`src/rtl/mux_4x1_rr_arbiter.sv`:
```
// Round-robin 4:1 arbiter with burst-limited grants and a registered select
// that steers a 4:1 data mux toward a single ready/valid consumer.
module mux_4x1_rr_arbiter #(
    parameter int unsigned DW   = 8,
    parameter int unsigned MAXB = 4
) (
    input  logic            clk,
    input  logic            rst,
    input  logic [3:0]      req,
    input  logic [4*DW-1:0] din,
    input  logic            out_ready,
    output logic [3:0]      grant,
    output logic [1:0]      s,
    output logic            out_valid,
    output logic [DW-1:0]   dout,
    output logic            busy
);

    localparam logic [3:0] LAST = 4'(MAXB - 1);

    typedef enum logic {
        IDLE,
        GRANT
    } state_t;

    state_t     state, state_n;
    logic [3:0] grant_n;
    logic [1:0] s_n;
    logic [1:0] ptr, ptr_n;
    logic [3:0] cnt, cnt_n;

    logic [1:0] pick;
    logic [1:0] idx;
    logic       found;
    logic       xfer;

    // First requester found scanning ptr, ptr+1, ptr+2, ptr+3 (mod 4).
    always_comb begin
        pick  = ptr;
        idx   = ptr;
        found = 1'b0;
        for (int k = 0; k < 4; k++) begin
            idx = ptr + 2'(k);
            if (!found && req[idx]) begin
                pick  = idx;
                found = 1'b1;
            end
        end
    end

    assign busy      = (state == GRANT);
    assign out_valid = busy && req[s];
    assign xfer      = out_valid && out_ready;
    assign dout      = out_valid ? din[DW*int'(s) +: DW] : '0;

    always_ff @(posedge clk or posedge rst) begin
        if (rst) begin
            state <= IDLE;
            grant <= '0;
            s     <= '0;
            ptr   <= '0;
            cnt   <= '0;
        end else begin
            state <= state_n;
            grant <= grant_n;
            s     <= s_n;
            ptr   <= ptr_n;
            cnt   <= cnt_n;
        end
    end

    // Grant ends when the burst limit is reached or the owner withdraws;
    // the owner then drops to lowest priority.
    always_comb begin
        state_n = state;
        grant_n = grant;
        s_n     = s;
        ptr_n   = ptr;
        cnt_n   = cnt;
        case (state)
            IDLE: begin
                grant_n = '0;
                if (found) begin
                    state_n = GRANT;
                    s_n     = pick;
                    grant_n = 4'b0001 << pick;
                    cnt_n   = '0;
                end
            end
            GRANT: begin
                if (xfer) begin
                    cnt_n = cnt + 4'd1;
                end
                if (!req[s] || (xfer && cnt == LAST)) begin
                    state_n = IDLE;
                    grant_n = '0;
                    ptr_n   = s + 2'd1;
                end
            end
            default: begin
                state_n = IDLE;
                grant_n = '0;
            end
        endcase
    end

endmodule

```
`config.mk`:
```
export PLATFORM = sky130hd
export DESIGN_NAME = mux_4x1_rr_arbiter
export DESIGN_NICKNAME = d
export VERILOG_FILES = /design/src/rtl/mux_4x1_rr_arbiter.sv
export SDC_FILE = /design/constraint.sdc
export NUM_CORES = 1
export LEC_CHECK = 0
export ABC_AREA = 1
export CORE_MARGIN = 1.5
export CORE_UTILIZATION = 44
export CTS_CLUSTER_DIAMETER = 120
export DETAILED_ROUTE_END_ITERATION = 10
export PLACE_DENSITY_LB_ADDON = 0.12
export SETUP_SLACK_MARGIN = 0.02
export SLEW_MARGIN = 5
export SYNTH_ARGS = -nofsm -noshare
export SYNTH_HDL_FRONTEND = slang
export SYNTH_SLANG_ARGS = --single-unit
```
`constraint.sdc`:
```
create_clock -name clk -period 1.77 [get_ports clk]
set_input_delay 0.354 -clock clk [delete_from_list [all_inputs] [get_ports clk]]
set_output_delay 0.354 -clock clk [all_outputs]
set_load 0.02 [all_outputs]
```
; Word level (Yosys, flattened, before mapping)
; Cells that the tools add are included.
[classes]
add_sub_neg = 5
magnitude_cmp = 5
eq_ne = 4
shifts = 2
muxes = 27
bitwise = 1
reduce_logical = 14
[op_table]
columns = operator, count
row1 = $shiftx A32 B6 Y8, 1
row2 = $mux W4, 4
row3 = $pmux W4 S2, 2
row4 = $lt A2 B3 Y1 const B, 5
row5 = $mux W1, 11
row6 = $bmux W1 S2, 5
row7 = $mux W8, 1
row8 = $logic_and A1 B1 Y1, 6
row9 = $mux W2, 3
row10 = $reduce_and A2 Y1, 3
row11 = $add A2 B1 Y2 const B, 2
row12 = $add A2 B2 Y2 const B, 2
row13 = $add A4 B1 Y4 const B, 1
row14 = $eq A4 B2 Y1 const B, 1
row15 = $logic_not A1 Y1, 4
row16 = $ne A2 B1 Y1 const B, 2
row17 = $shl A1 B2 Y4 const A, 1
row18 = $ne A2 B2 Y1 const B, 1
row19 = $pmux W1 S2, 1
row20 = $logic_or A1 B1 Y1, 1
row21 = $not A1 Y1, 1
[word_totals]
reg_bits = 13
inputBits = 39
output_inout_bits = 16
word_cells = 63

; Longest topological paths before layout
; Gate-level depths: netlist of run 1.
[logic_depth]
depth_word = 15
ltp_mapped = 14
depth_no_buf = 13

; Worst setup path after synthesis of run 1
; Ideal clock, no wire load.
[synth_timing]
kind = register to output
from = register s[0]
to = output dout[6]
t_arrival_ns = 1.553
t_required_ns = 1.416
path_slack_ns = -0.137
path_stages_with_launch = 6
path_buffers = 2
path_cell_list = dfrtp_1 buf_2 inv_1 clkbuf_1 o21ai_0 a21oi_1
[synth_between]
elab_chain_len = 4
elab_cells_between_ends = 5
classes_between = 1 x shift / 3 x mux / 1 x reduce/logical
[synth_rtl]
columns = element, line_no
row1 = from (decl), 13  ; output logic [1:0] s,
row2 = from (signal assigned), 66  ; s <= s_n;
row3 = branches (longest 3 deep; another with $shiftx A32 B6 Y8), --
row4 = $mux W8 *, 54  ; assign dout = out_valid ? din[DW*int'(s) +: DW] : '0;
row5 = to (decl), 15  ; output logic [DW-1:0] dout,
; Every way passes the cells marked *. The select of a mux whose other input is x is not followed.

; Final worst setup path of run 1
[layout_timing]
from = register s[1]
to = output dout[1]
; Same word-level chain as after synthesis.

==> results of run 1 <==
registers in the layout, indices dropped and copies added (netlist names):
name	flops
cnt	4
grant	4
ptr	2
s	2
busy	1
Yosys cell counts:
library cell,n,area share (%)
nand2_8,1,1.4
buf_2,3,1.1
nand2_4,6,4.8
o21ai_0,19,6.7
buf_4,1,0.53
nand3_1,14,4.9
nand4_1,2,0.88
nand2_1,68,18
a21oi_2,3,1.9
buf_6,2,1.6
o21ai_2,5,3.1
nand4_4,1,1.5
nand3_4,1,1.2
nand2_2,8,3.5
o211ai_1,2,1.1
nand3_2,4,2.8
a21oi_1,8,2.8
nor3_1,1,0.35
nor2_4,2,1.6
dfrtp_1,13,23
buf_1,1,0.26
ha_1,1,0.88
nor2_2,1,0.44
clkinv_1,2,0.53
inv_4,1,0.44
clkbuf_1,1,0.26
xnor2_1,1,0.62
o31ai_1,1,0.53
inv_1,13,3.4
nor2_1,34,9.0
inv_2,4,1.1
final timing paths:
kind                       startpoint  endpoint  slack [ns]  depth (start not counted)
min                               rst      busy        0.41                          2
max in group asynchronous         rst    ptr[1]        1.00                          2
max reg2reg                      s[0]    cnt[3]        0.13                         10
min reg2reg                  grant[0]  grant[0]        0.48                          2
min in group clk             grant[0]  grant[0]        0.48                          2
max                              s[1]   dout[1]       -0.15                          6
where the power goes:
group,internal [uW],switching (uW)
combinational,1460,2030
sequential,410,119
clock,87.4,98.7
routing by layer:
| layer | GRT usage [%] | up-vias | share of wire (%) |
|---|---|---|---|
| li1 | - | 873 | - |
| met1 | 26.0 | 789 | 38 |
| met2 | 47.7 | 39 | 56 |
| met3 | 3.90 | 10 | 4.1 |
| met4 | 6.98 | 0 | 1.9 |
| met5 | 0 | - | 0 |
cell families (layout without fill, tap and decap cells):
family,after synthesis,in the layout,synth area share [%]
and+or+nand+nor,143,143,50.4
AOI/OAI and AO/OA,38,38,16.0
buffers and inverters,28,105,9.16
DFF,13,13,22.9
adders and majority gates,1,1,0.881
xor gates and xnor gates,1,1,0.617
final cells by class:
| cell class | instances | area, um2 |
|---|---|---|
| multi-input cells | 183 | 1040 |
| repair buffers | 81 | 782 |
| fillers | 274 | 744 |
| flip-flops and latches | 13 | 328 |
| inverters | 20 | 77.6 |
| well taps | 44 | 55.1 |
| clock buffers | 4 | 26.3 |
worst max-delay path: stages, from the launching register on:
cell and delay [ns]:
dfrtp_1 0.41, clkinv_1 0.11, buf_4 0.17, nor2_1 0.14, o21ai_0 0.17, a21oi_2 0.15, buf_4 0.14
stage by stage:
stage	total power, uW	instance area [um2]	hold WS (ns)	worst slack [ns]	std cells
after floorplan	2660	1450	0.231	0.0401	224
after global placement	3700	2200	0.464	-0.643	337
after detailed placement	3770	2200	0.470	-0.664	337
after CTS	4010	2230	0.421	-0.133	343
after global routing	4530	2310	0.458	-0.220	345
final	4210	2310	0.409	-0.146	345
timing repair:
| item | CTS | global route |
|---|---|---|
| cloned | 1 | 0 |
| setup endpoints to repair | 11 | 19 |
| pin swaps | 4 | 6 |
| setup buffers | 1 | 2 |
| resized for setup | 53 | 23 |
==> metrics.yaml, run 1 <==
dr.first_iter.drc_count: 71
fp.dieW_um: 59.8
cts.htree.levels: 1
hold_viol: 0
io_buffers: 54
yosysSeqAreaShare_pct: 22.9
power-per-cell-area_mw_per_mm2: 1820
tightest_slew_ns: 0.501
final_common_cell: "nand2_1"
clock-root-buffer: "clkbuf_4"
status: "finished, violations left"
grt.overflow.total: 0
fin_util_pct: 75.6
nets: 342
syn-num-nets: 264
grt_usage_pct: 24.3
max_slew_margin_pct: 66.6
slew_violations: 0
die_h_um: 59.8
grt_max_degree: 18
max-clock-path-buffers: 2
violations: "negative setup slack"
antenna_found_initial: 0
drc: 0
layout_setup_ws_ns: -0.146
cp.required_ns: 1.42
syn-instance-count: 224
antenna_left: 0
final.setup.tns_ns: -1.02
vias: 1711
synthToLayoutAreaGrowth_pct: 62.6
syn_area_mm2: 0.00142
viasPerCell: 4.96
synth-seq-cells: 13
period_share_pct: 108
period_needed_ns: 1.92
wl_per_cell_um: 12.4
synth_cell_types: 31
p_leak_uw: 0.00109
critPathMaxFanout: 8
worstPathArrival_ns: 1.56
cts_hold_buf: 0
cts-buffers-inserted: 3
crit_type: "flop to output pin"
diodes: 0
insertion_delay_ns: 0.28
yosys_warnings: 0
synth_area_per_cell_um2: 6.34
start_kind: "flop"
placementRows: 20
drtPass1Iterations: 4
cts_tree: "done"
dp_hpwl_um: 3340
hold_path_class: "input port to asynchronous set/reset pin"
totalWireLength_um: 4280
io_pins: 55
cts.sinks: 13
start_util_pct: 46.5
peakVddDrop_v: 0.000884
fin_skew_ns: 0.00737
grt_pass1_vias: 1675
grt_pass1_wl_um: 6740
rsz0062_at_grt: "true"
dieArea_mm2: 0.00358
gp_congestion: 0.761
crit_path_end_kind: "output pin"
setup_violations: 9
fmax_ghz: 0.522
maxCapViolations: 0
clkTransAtPathRegs_ns: 0.08
drive_gt1_share_pct: 31.2
final_cell_mix: "nand2_1, clkdlybuf4s50_1, nor2_1"
core_mm2: 0.00305
No activity file was read; power rests on OpenSTA's default activity.
==> run 2, diff against run 1 <==
--- a/config.mk
+++ b/config.mk
@@ -7,10 +7,11 @@
 export LEC_CHECK = 0
 export ABC_AREA = 1
 export CORE_MARGIN = 1.5
-export CORE_UTILIZATION = 44
+export CORE_UTILIZATION = 41
+export CTS_BUF_LIST = sky130_fd_sc_hd__clkbuf_2 sky130_fd_sc_hd__clkbuf_4 sky130_fd_sc_hd__clkbuf_8
 export CTS_CLUSTER_DIAMETER = 120
 export DETAILED_ROUTE_END_ITERATION = 10
-export PLACE_DENSITY_LB_ADDON = 0.12
+export PLACE_DENSITY = 0.79
 export SETUP_SLACK_MARGIN = 0.02
 export SLEW_MARGIN = 5
 export SYNTH_ARGS = -nofsm -noshare
==> constraint.sdc (replaced) <==
create_clock -name clk -period 1.75 [get_ports clk]
set_input_delay 0.35 -clock clk [delete_from_list [all_inputs] [get_ports clk]]
set_output_delay 0.35 -clock clk [all_outputs]
set_load 0.02 [all_outputs]
==> run 2 against run 1 <==
  * The run still ends with negative setup slack left
  * Cell area decreased by 2.1%
  * Largest power group unchanged
  * Clock skew decreased by 0.0053 ns
  * Utilization decreased by 7.9 points
  * Clock-buffer cell count unchanged
  * Worst hold slack got worse by 0.033 ns
  * Sequential cell count unchanged
  * Critical path depth increased by 1
  * Die area increased by 7.0%
==> metrics.yaml, run 2 (synthesis gave the netlist of run 1 again) <==
cp-endpoint: "dout[4]"  # was dout[1]
viasPerCell: 4.83  # was 4.96
grt.overflow.total: 0  # unchanged
violations: "negative setup slack"  # unchanged
crit_path_start: "s[0]"  # was s[1]
crit_path_end_kind: "output pin"  # unchanged
insertion_delay_ns: 0.28  # about the same
fin_skew_ns: 0.00210  # was 0.00737 ns
io_buffers: 54  # unchanged
dp_hpwl_um: 3110  # was 3340 um
max-clock-path-buffers: 2  # unchanged
max_slew_margin_pct: 67.8  # was 66.6%
vias: 1671  # was 1711
rr_worst_depth: 11  # was 10
fmax_ghz: 0.538
totalWireLength_um: 4000  # was 4280 um
status: "finished, violations left"  # unchanged
dieArea_mm2: 0.00383  # was 0.00358 mm2
stdcell_count: 346  # was 345
cp.required_ns: 1.40  # was 1.42 ns
tightest_slew_ns: 0.483  # was 0.501 ns
drive_gt1_share_pct: 32.3  # was 31.2%
grt_pass1_vias: 1501  # was 1675
cts.htree.levels: 1  # unchanged
layout_setup_ws_ns: -0.109  # was -0.146 ns
die_h_um: 61.9  # was 59.8 um
antenna_found_initial: 0  # unchanged
core_mm2: 0.00334  # was 0.00305 mm2
placementRows: 21  # was 20
grt_pass1_wl_um: 6230  # was 6740 um
crit_type: "flop to output pin"  # unchanged
reg_top3: "cnt x4, grant x4"  # unchanged
drtPass1Iterations: 4  # unchanged
antenna_left: 0  # unchanged
cts-buffers-inserted: 3  # unchanged
io_pins: 55  # unchanged
hold_path_class: "input port to asynchronous set/reset pin"  # unchanged
final_common_cell: "nand2_1"  # unchanged
place_inst: 337  # unchanged
drc: 0  # unchanged
dr.first_iter.drc_count: 145  # was 71
timing.rr.end: "grant[0]"  # was cnt[3]
period_needed_ns: 1.86
clock-root-buffer: "clkbuf_4"  # unchanged
clkTransAtPathRegs_ns: 0.08  # about the same
cts.sinks: 13  # unchanged
power-per-cell-area_mw_per_mm2: 1810  # was 1820 mW/mm2
maxCapViolations: 0  # unchanged
grt_max_degree: 17  # was 18
rsz0062_at_grt: "true"  # unchanged
start_kind: "flop"  # unchanged
regToRegSetupSlack_ns: 0.13  # about the same
worstPathArrival_ns: 1.51  # was 1.56 ns
synthToLayoutAreaGrowth_pct: 59.2  # was 62.6%
critPathMaxFanout: 10  # was 8
setup_violations: 9  # unchanged
grt_usage_pct: 21.7  # was 24.3%
hold_viol: 0  # unchanged
cts_tree: "done"  # unchanged
fp.dieW_um: 61.9  # was 59.8 um
diodes: 0  # unchanged
gp_congestion: 0.839  # was 0.761
slew_violations: 0  # unchanged
dpl_worst_slack_ns: -0.736  # was -0.664 ns
wl_per_cell_um: 11.5  # was 12.4 um
nets: 341  # was 342
reg2reg_from: "ptr[0]"  # was s[0]
start_util_pct: 42.6  # was 46.5%
period_share_pct: 106
p_leak_uw: 0.00108  # was 0.00109 uW
peakVddDrop_v: 0.000933  # was 0.000884 V
final_cell_mix: "nand2_1, clkdlybuf4s50_1, nor2_1"  # unchanged
==> run 2: stage by stage <==
stage / hold slack, ns / utilization (%) / power [uW] / area, um2 / setup TNS, ns
after global placement: 0.466 / 65.3 / 3680 / 2180 / -8.29
after floorplan: 0.227 / - / 2700 / 1450 / 0
final: 0.376 / 67.8 / 4090 / 2260 / -0.852
after detailed placement: 0.476 / 65.3 / 3760 / 2180 / -9.04
after global routing: 0.469 / 67.8 / 4470 / 2260 / -1.67
after CTS: 0.389 / 65.5 / 3920 / 2180 / -0.781
==> run 2: repair_timing <==
| item | in CTS | in global routing |
|---|---|---|
| setup buffers | 0 | 3 |
| resized for setup | 56 | 20 |
| hold buffers | 0 | 0 |
| pin swaps | 1 | 4 |
| setup endpoints to repair | 17 | 17 |
| endpoints found under the hold margin | 0 | 0 |
| cloned | 0 | 2 |
==> run 2: power breakdown <==
part	switching, uW	leakage, uW	internal (uW)
Combinational	1980	0.000896	1360
Sequential	133	0.000164	419
Clock	101	0.0000184	104
Total	2220	0.00108	1880
==> run 2: area by class of cell <==
type	instances	area, um2
clock buffer	4	30.0
multi-input combinational	183	1020
timing repair buffer	79	732
fill	293	1080
tap	46	57.6
timing repair inverter	1	5.00
inverter	20	83.8
sequential	13	330
==> run 2: how the worst min path moves through the flow <==
stage / from / end / cells after the start
2_1_floorplan: rst / busy / 1
3_3_place_gp: grant[2] / grant[2] / 2
3_5_place_dp: grant[1] / grant[1] / 2
4_1_cts: rst / cnt[3] / 2
5_1_grt: rst / grant[1] / 2
6_report: rst / cnt[0] / 2
==> run 2: critical path, cell delays in order (launching register included) <==
cell and delay [ns]:
dfrtp_2 0.48, nand2_2 0.08, o211ai_1 0.07, nand2_1 0.11, nand2_2 0.07, buf_12 0.15, a21oi_2 0.13, buf_6 0.13
==> run 2: per-layer routing <==
metal	vias to the layer above	routed length (um)	track usage, %
li1	877	-	-
met1	723	1710	25.8
met2	64	1990	38.9
met3	7	233	4.35
met4	0	64	7.29
met5	-	0	0
